`src/rtl/calc2_req_agent.sv`:
```
// calc2 request-port initiator: tag allocation, two-cycle issue, tag-matched response return.
// Optional per-tag response timeout is enabled with `define CALC2_REQ_TIMEOUT_EN.

module calc2_req_slot #(
  parameter int TIMEOUT_CYCLES = 64
) (
  input  logic       c_clk,
  input  logic       reset,
  input  logic       alloc,
  input  logic       free,
  input  logic [3:0] cmd_in,
  output logic       busy,
  output logic [3:0] cmd,
  output logic       expired
);
  always_ff @(posedge c_clk) begin
    if (reset) begin
      busy <= 1'b0;
      cmd  <= '0;
    end else if (alloc) begin
      busy <= 1'b1;
      cmd  <= cmd_in;
    end else if (free) begin
      busy <= 1'b0;
    end
  end

`ifdef CALC2_REQ_TIMEOUT_EN
  localparam int TO_W = $clog2(TIMEOUT_CYCLES + 1);
  logic [TO_W-1:0] cnt;

  // Saturates at the limit so a deferred expiry stays pending until it is taken.
  always_ff @(posedge c_clk) begin
    if (reset || alloc)         cnt <= '0;
    else if (busy && !expired)  cnt <= cnt + TO_W'(1);
  end

  assign expired = busy && (cnt == TO_W'(TIMEOUT_CYCLES));
`else
  assign expired = 1'b0;
`endif
endmodule

module calc2_req_agent #(
  parameter int DATA_W         = 32,
  parameter int MAX_OUT        = 4,
  parameter int TIMEOUT_CYCLES = 64
) (
  input  logic              c_clk,
  input  logic              reset,
  input  logic              txn_valid,
  output logic              txn_ready,
  input  logic [3:0]        txn_cmd,
  input  logic [DATA_W-1:0] txn_op1,
  input  logic [DATA_W-1:0] txn_op2,
  output logic [3:0]        req_cmd_out,
  output logic [DATA_W-1:0] req_data_out,
  output logic [1:0]        req_tag_out,
  input  logic [1:0]        in_resp,
  input  logic [DATA_W-1:0] in_data,
  input  logic [1:0]        in_tag,
  output logic              rsp_valid,
  output logic [1:0]        rsp_tag,
  output logic [3:0]        rsp_cmd,
  output logic [1:0]        rsp_status,
  output logic [DATA_W-1:0] rsp_data,
  output logic [2:0]        outstanding,
  output logic              err_spurious
);
  typedef enum logic [1:0] {IDLE, OP1, OP2} state_t;

  typedef struct packed {
    logic              valid;
    logic [1:0]        tag;
    logic [3:0]        cmd;
    logic [1:0]        status;
    logic [DATA_W-1:0] data;
  } rsp_t;

  state_t            state, state_n;
  logic [3:0]        busy, expired, alloc_vec, free_vec;
  logic [3:0][3:0]   slot_cmd;
  logic              free_found, accept, issue;
  logic [1:0]        free_tag, to_tag;
  logic              resp_ok, rsp_hit, spur, to_fire;
  logic [3:0]        cmd_n;
  logic [1:0]        tag_n;
  logic [DATA_W-1:0] data_n, op2_q;
  logic [2:0]        out_cnt;
  rsp_t              rsp_n, rsp_q;

  // Slots at or above MAX_OUT are tied off and never allocatable.
  for (genvar i = 0; i < 4; i++) begin : g_slot
    if (i < MAX_OUT) begin : g_used
      calc2_req_slot #(.TIMEOUT_CYCLES(TIMEOUT_CYCLES)) u_slot (
        .c_clk   (c_clk),
        .reset   (reset),
        .alloc   (alloc_vec[i]),
        .free    (free_vec[i]),
        .cmd_in  (txn_cmd),
        .busy    (busy[i]),
        .cmd     (slot_cmd[i]),
        .expired (expired[i])
      );
    end else begin : g_unused
      assign busy[i]     = 1'b0;
      assign slot_cmd[i] = '0;
      assign expired[i]  = 1'b0;
    end
  end

  always_comb begin
    free_found = 1'b0;
    free_tag   = '0;
    to_tag     = '0;
    out_cnt    = '0;
    for (int i = 3; i >= 0; i--) begin
      if (i < MAX_OUT && !busy[i]) begin
        free_found = 1'b1;
        free_tag   = 2'(i);
      end
      if (expired[i]) to_tag = 2'(i);
    end
    for (int i = 0; i < 4; i++) out_cnt = out_cnt + 3'(busy[i]);
  end

  // Ready looks only at registered state, so a tag freed this cycle is offered next cycle.
  assign txn_ready = !reset && (state != OP1) && free_found;
  assign accept    = txn_valid && txn_ready;
  assign issue     = accept && (txn_cmd != 4'd0);

  assign resp_ok = (in_resp == 2'b01) || (in_resp == 2'b10);
  assign rsp_hit = resp_ok && busy[in_tag];
  assign spur    = (in_resp != 2'b00) && !rsp_hit;
  // A real response owns the result port; a pending expiry waits for a free cycle.
  assign to_fire = !rsp_hit && (|expired);

  always_comb begin
    alloc_vec = '0;
    free_vec  = '0;
    if (issue)   alloc_vec[free_tag] = 1'b1;
    if (rsp_hit) free_vec[in_tag]    = 1'b1;
    if (to_fire) free_vec[to_tag]    = 1'b1;
  end

  always_comb begin
    state_n = state;
    cmd_n   = '0;
    tag_n   = '0;
    data_n  = '0;
    case (state)
      IDLE, OP2: begin
        state_n = IDLE;
        if (issue) begin
          state_n = OP1;
          cmd_n   = txn_cmd;
          tag_n   = free_tag;
          data_n  = txn_op1;
        end
      end
      OP1: begin
        state_n = OP2;
        tag_n   = req_tag_out;
        data_n  = op2_q;
      end
      default: state_n = IDLE;
    endcase
  end

  always_comb begin
    rsp_n = '0;
    if (rsp_hit) begin
      rsp_n.valid  = 1'b1;
      rsp_n.tag    = in_tag;
      rsp_n.cmd    = slot_cmd[in_tag];
      rsp_n.status = in_resp;
      rsp_n.data   = (in_resp == 2'b01) ? in_data : '0;
    end else if (to_fire) begin
      rsp_n.valid  = 1'b1;
      rsp_n.tag    = to_tag;
      rsp_n.cmd    = slot_cmd[to_tag];
      rsp_n.status = 2'b11;
    end
  end

  always_ff @(posedge c_clk) begin
    if (reset) begin
      state        <= IDLE;
      req_cmd_out  <= '0;
      req_tag_out  <= '0;
      req_data_out <= '0;
      op2_q        <= '0;
      rsp_q        <= '0;
      err_spurious <= 1'b0;
    end else begin
      state        <= state_n;
      req_cmd_out  <= cmd_n;
      req_tag_out  <= tag_n;
      req_data_out <= data_n;
      if (issue) op2_q <= txn_op2;
      rsp_q        <= rsp_n;
      err_spurious <= spur;
    end
  end

  assign rsp_valid   = rsp_q.valid;
  assign rsp_tag     = rsp_q.tag;
  assign rsp_cmd     = rsp_q.cmd;
  assign rsp_status  = rsp_q.status;
  assign rsp_data    = rsp_q.data;
  assign outstanding = out_cnt;
endmodule
```
`config.mk`:
```
export PLATFORM = sky130hd
export DESIGN_NAME = calc2_req_agent
export DESIGN_NICKNAME = d
export VERILOG_FILES = /design/src/rtl/calc2_req_agent.sv
export SDC_FILE = /design/constraint.sdc
export NUM_CORES = 1
export LEC_CHECK = 0
export BUFFER_PORTS_ARGS = -buffer_cell sky130_fd_sc_hd__buf_2
export CORE_ASPECT_RATIO = 1.4
export CORE_MARGIN = 1.5
export CORE_UTILIZATION = 52
export DETAILED_ROUTE_END_ITERATION = 6
export PLACE_DENSITY = 0.85
export SLEW_MARGIN = 10
export SYNTH_ARGS = -nofsm -noshare
export SYNTH_HDL_FRONTEND = slang
export SYNTH_SLANG_ARGS = --single-unit
```
`constraint.sdc`:
```
create_clock -name c_clk -period 3.1 [get_ports c_clk]
set_input_delay 0.62 -clock c_clk [delete_from_list [all_inputs] [get_ports c_clk]]
set_output_delay 0.62 -clock c_clk [all_outputs]
set_load 0.1 [all_outputs]
```
=== Word-level counts from Yosys, hierarchy flattened ===
Cells that the tools add are included.

* Bits in latches: 0
* Register bits: 134
* Input port bits: 107
* Memories kept: 0
* Output and inout bits: 84
* RAM bits: 0
* Word-level logic and storage cells: 90
* Memory bits (read-only): 0

* Reductions and logical operators: 22
* Magnitude comparators: 4
* Mux-type cells: 33
* Shift-type cells: 0
* Equal/unequal tests: 5
* Bitwise gates (word level): 4
* Div/mod/pow operators: 0
* Add/sub/neg operators: 3
* Multiply operators: 0

{| class="wikitable"
|+ Operators by type and width
! cell !! count
|-
| one-hot mux 32 bit (2 select lines) || 1
|-
| 2-to-1 mux 32 bit || 1
|-
| 2-to-1 mux 1 bit || 16
|-
| 2-to-1 mux 4 bit || 3
|-
| 2-to-1 mux 2 bit || 5
|-
| nonzero test 2 bit || 5
|-
| 2-to-1 mux 9 bit || 1
|-
| binary-select mux 4 bit (select 2 bit) || 1
|-
| logical AND 1 bit || 8
|-
| one-hot mux 2 bit (2 select lines) || 2
|-
| < comparator 2 x 3 -> 1 bit (second input constant) || 2
|-
| OR reduction 3 bit || 2
|-
| demux 1 bit (select 2 bit) || 2
|-
| == test 2 x 1 -> 1 bit (second input constant) || 2
|-
| == test 2 bit (second input constant) || 2
|-
| greater-or-equal comparator 2 x 1 -> 1 bit (second input constant) || 2
|-
| inverter 1 bit || 4
|-
| nonzero test 4 bit || 1
|-
| OR reduction 2 bit || 2
|-
| adder 2 x 1 -> 3 bit || 1
|-
| adder 3 x 1 -> 3 bit || 1
|-
| adder 1 x 1 -> 2 bit || 1
|-
| binary-select mux 1 bit (select 2 bit) || 1
|-
| zero test 1 bit || 2
|-
| other kinds (3) || 3
|}

=== Longest topological paths before layout ===
* Depth in word-level cells: 10
* Depth in mapped cells: 6
* Mapped depth without buffers: 5

=== Modules after synthesis ===
Synthesis repeated with hierarchy kept, for this count alone.

* Cell total of the unflattened synthesis: 488
* Area, all modules: 4855.9 um^2

{| class="wikitable"
|+ By module, submodules not included
! module !! cells an instance !! instances !! area each (um^2) !! seq. area each (um^2)
|-
| calc2_req_agent || 412 || 1 || 4085.2 || 2282.2
|-
| calc2_req_slot || 19 || 4 || 192.7 || 100.1
|}

=== Worst setup path after synthesis ===
No wires, ideal clock.

* Kind: input to output
* Start: input port reset
* End: output port txn_ready
* Data required time: 2.480 ns
* Path slack: -0.622 ns
* Arrival time: 3.102 ns
* Stages on the path: 3
* Cells stage by stage: clkbuf_1 > clkbuf_1 > nor3_1

* Word-level cells in the longest chain between the ends: 3

{| class="wikitable"
|+ Ends and longest elaborated chain
! element !! line !! RTL
|-
| start: declaration || 50 || <nowiki>input logic reset,</nowiki>
|-
| zero test 1 bit || 128 || <nowiki>assign txn_ready = !reset && (state != OP1) && free_found;</nowiki>
|-
| logical AND 1 bit (2 in a row) || 128 ||
|-
| end: declaration || 52 || <nowiki>output logic txn_ready,</nowiki>
|}

Every way passes these cells.

=== Worst setup path in the final report ===
* Start: register g_slot[1].g_used.u_slot.busy
* End: output port outstanding[1]

* Word-level cells in the longest chain between the ends: 3

{| class="wikitable"
|+ Ends and longest elaborated chain
! element !! line !! RTL
|-
| start: declaration || 12 || <nowiki>output logic busy,</nowiki>
|-
| start signal: assignment || 18 || <nowiki>busy <= 1'b0;</nowiki>
|-
| start signal: assignment || 21 || <nowiki>busy <= 1'b1;</nowiki>
|-
| start signal: assignment || 24 || <nowiki>busy <= 1'b0;</nowiki>
|-
| adder 1 x 1 -> 2 bit || 124 || <nowiki>for (int i = 0; i < 4; i++) out_cnt = out_cnt + 3'(busy[i]);</nowiki>
|-
| adder 2 x 1 -> 3 bit || 124 ||
|-
| adder 3 x 1 -> 3 bit || 124 ||
|-
| end: declaration || 67 || <nowiki>output logic [2:0] outstanding,</nowiki>
|}

Every way passes these cells.

==> out/results.tsv <==
metric	value	unit
CTS Buf Count	17	
fin util	72.0	%
root buf cell	clkbuf_16	
setup TNS	0	ns
routed vias/inst	5.16	
sequential-to-total area share from yosys stat	55.1	%
Pre-antenna DRT Iters	6	
crit-path max FO	7	
Max IR drop VDD	496	µV
clock latency on the worst-skew pair	0.41	ns
nets	696	
# fillers	628	
Reg power frac	39.8	%
Hold Fails Final Rpt	0	
Max Slew Vio Count	0	
Post-synth EDFFs	0	
MaxCap Viol Count	0	
die area	0.00996	mm²
input/output buffers	190	
Most used DFF post-synth	dfxtp_1	
final WL	11.0	mm
Clock power frac	49.1	%
final period utilization	94.4	%
Yosys reg bits	134	
Std-Cell Core Area	0.00908	mm²
synth-to-layout area growth	34.3	%
H-Tree Depth	4	
Critical Path Source	g_slot[1].g_used.u_slot.busy	
gr usage total	22.4	%
failing checks	design-rule violations	
Die Ht	118	µm
P_sw	1.08	mW
minimum clock period	2.93	ns
DIE WIDTH	84.8	µm
Worst path max stage delay	0.54	ns
wire length per cell	15.6	µm
DRC viols	34	
Buffers & Inverters on Critical Path	3	
RSZ-0062 raised after global routing	no	
Cells after Synth	400	
R2R Path Start	state[0]	
Synth async-reset ratio	0	%
CTS clock-pin slew for the worst setup and hold paths	0.06	ns
I/O pin count	191	
layout cells sized above 1	45.6	%
DP Wirelength	7.75	mm
Worst Path Required	2.48	ns
first-pass GRT wire length	17.5	mm
Rows	41	
initial core utilization	53.6	%
Slowest cell on crit path	fa_1	
hold buffer count at cts	0	
Synth cell types	36	
Final Non-Filler Cells	705	
Pint	3.48	mW
Avg Cell Area, Syn	12.2	µm²
cells along the critical path	inv_1 > fa_1 > inv_1 > ha_1 > ha_1 > buf_4	
startpoint types	flop	
Worst Skew	0.00684	ns
Worst slew margin	27.8	%
cell family with most CP delay	adder cells	
largest net degree at the start of global routing	41	
pwr dens	698	mW/mm²
Post-Synthesis Net Count	512	
via count	3640	
Comb power frac	11.0	%
initial antenna violation count	1	
launch point of the worst hold path	txn_op2[14]	
maximum clock rate	342	MHz
1st-iter DRT viols	257	
Cell Count Post-Placement	672	
Crit. End Element	output port	
Worst-Margin Slew	1.08	ns
CTS tree	done	
global placement routability congestion	0.792	
Post-DRT Antenna Nets	0	
# setup viols final	0	
gr ovfl total	0	
leakage	3.39	nW
WP data arrival	2.31	ns
Syn. warnings	0	
clock buffer depth	2	
number of global-route vias before repair	3774	
critical path class	reg2out	
outcome	complete, but fails checks	
CTS sink cnt	134	
sw frac	23.7	%
synthesized area	0.00487	mm²
Hold WC Path Type	in2reg	
-- power groups by stage --
stage          clock, mW  combinational [mW]  sequential [mW]
6_report            2.24               0.503             1.82
3_5_place_dp           0               0.506             1.85
3_3_place_gp           0               0.494             1.85
4_1_cts             2.28               0.507             1.82
5_1_grt             2.36               0.529             1.82
2_1_floorplan          0               0.194             2.03
-- cell usage in the layout (no fill, tap or decap), drive strengths merged --
| cell type | netlist | final |
|---|---|---|
| buf | 7 | 197 |
| dfxtp | 134 | 134 |
| nor2b | 38 | 38 |
| a22o | 33 | 33 |
| and3b | 32 | 32 |
| mux2 | 32 | 32 |
| nand2 | 25 | 25 |
| mux2i | 18 | 18 |
| clkbuf | 25 | 18 |
| inv | 9 | 9 |
| clkinv | 0 | 7 |
| bufinv | 0 | 6 |
| and2 | 5 | 5 |
| nor4 | 5 | 5 |
| nand2b | 4 | 4 |
| mux4 | 4 | 4 |
| ha | 4 | 4 |
| nor2 | 3 | 3 |
| a21oi | 3 | 3 |
| or4 | 3 | 3 |
| nand3b | 2 | 2 |
| nor3 | 2 | 2 |
| diode | 0 | 1 |
| and4 | 1 | 1 |
| o32a | 1 | 1 |
| nand4b | 1 | 1 |
| o21ai | 1 | 1 |
| o41ai | 1 | 1 |
| o311a | 1 | 1 |
| o221a | 1 | 1 |
| nand3 | 1 | 1 |
| a311oi | 1 | 1 |
| a21o | 1 | 1 |
| a32o | 1 | 1 |
| fa | 1 | 1 |
| clkinvlp | 0 | 1 |
-- cells by family (layout without fill, tap and decap cells) --
group	Yosys count	after routing	synth area share [%]
fa+ha+maj	5	5	1.44
mux	54	54	15.3
other cells	0	1	0
flops	134	134	55.1
buf+inv	41	238	3.85
compound gates	44	44	7.71
simple gates	122	122	16.6
-- sequential cells by signal, indices dropped and copies added (netlist names) --
signal	flops
op2_q	32
req_data_out	32
rsp_data	32
g_slot.g_used.u_slot.cmd	16
g_slot.g_used.u_slot.busy	4
req_cmd_out	4
rsp_cmd	4
req_tag_out	2
rsp_status	2
rsp_tag	2
state	2
err_spurious	1
rsp_valid	1
-- per-stage QoR --
step / cell area (µm²) / setup slack (ns) / power (mW) / hold slack [ns]
4_1_cts: 6540 / 0.0710 / 4.61 / 0.406
6_report: 6540 / 0.173 / 4.57 / 0.417
2_1_floorplan: 4870 / 0.223 / 2.23 / 0.432
3_5_place_dp: 5870 / 0.389 / 2.36 / 0.448
3_3_place_gp: 5870 / 0.442 / 2.35 / 0.440
5_1_grt: 6540 / 0.0918 / 4.71 / 0.408
-- layout make-up --
cell class | count | area, µm² | share of cell area (%)
clock inverter | 14 | 230 | 3.52
multi-input combinational | 225 | 2010 | 30.8
timing repair buffer | 197 | 1010 | 15.4
tap | 107 | 134 | 2.05
antenna | 1 | 2.50 | 0.0383
inverter | 9 | 33.8 | 0.516
sequential | 134 | 2680 | 41.0
clock buffer | 18 | 439 | 6.71
-- final timing paths --
kind / end / cells past startpoint / slack (ns)
max reg2reg: op2_q[14] / 4 / 0.97
max: outstanding[1] / 6 / 0.17
min: op2_q[14] / 2 / 0.42
min reg2reg: g_slot[3].g_used.u_slot.cmd[1] / 2 / 0.46
-- per-layer routing --
layer	part of all wire (%)	track usage, %	up-vias
li1	-	-	1762
met1	38	23.1	1691
met2	52	39.8	162
met3	7.7	7.92	25
met4	2.4	10.5	0
met5	0	0	-
-- repair_timing --
action	in CTS	in global routing
gates resized for setup	1	1
gates cloned	0	0
endpoints found under the setup margin	1	1
setup buffers	0	0
-- cells in the mapped netlist (all sizes together) (4+ instances only) --
| cell type | instances | area share [%] |
|---|---|---|
| and3b | 32 | 5.8 |
| a22o | 33 | 5.9 |
| and2 | 5 | 0.64 |
| mux4 | 4 | 1.9 |
| buf | 7 | 1.2 |
| dfxtp | 134 | 55 |
| clkbuf | 25 | 1.9 |
| inv | 9 | 0.69 |
| nand2 | 25 | 1.9 |
| nand2b | 4 | 0.51 |
| nor4 | 5 | 1.2 |
| mux2 | 32 | 9.7 |
| mux2i | 18 | 3.7 |
| nor2b | 38 | 4.9 |
| ha | 4 | 1.0 |
No activity file was read; power rests on OpenSTA's default activity.
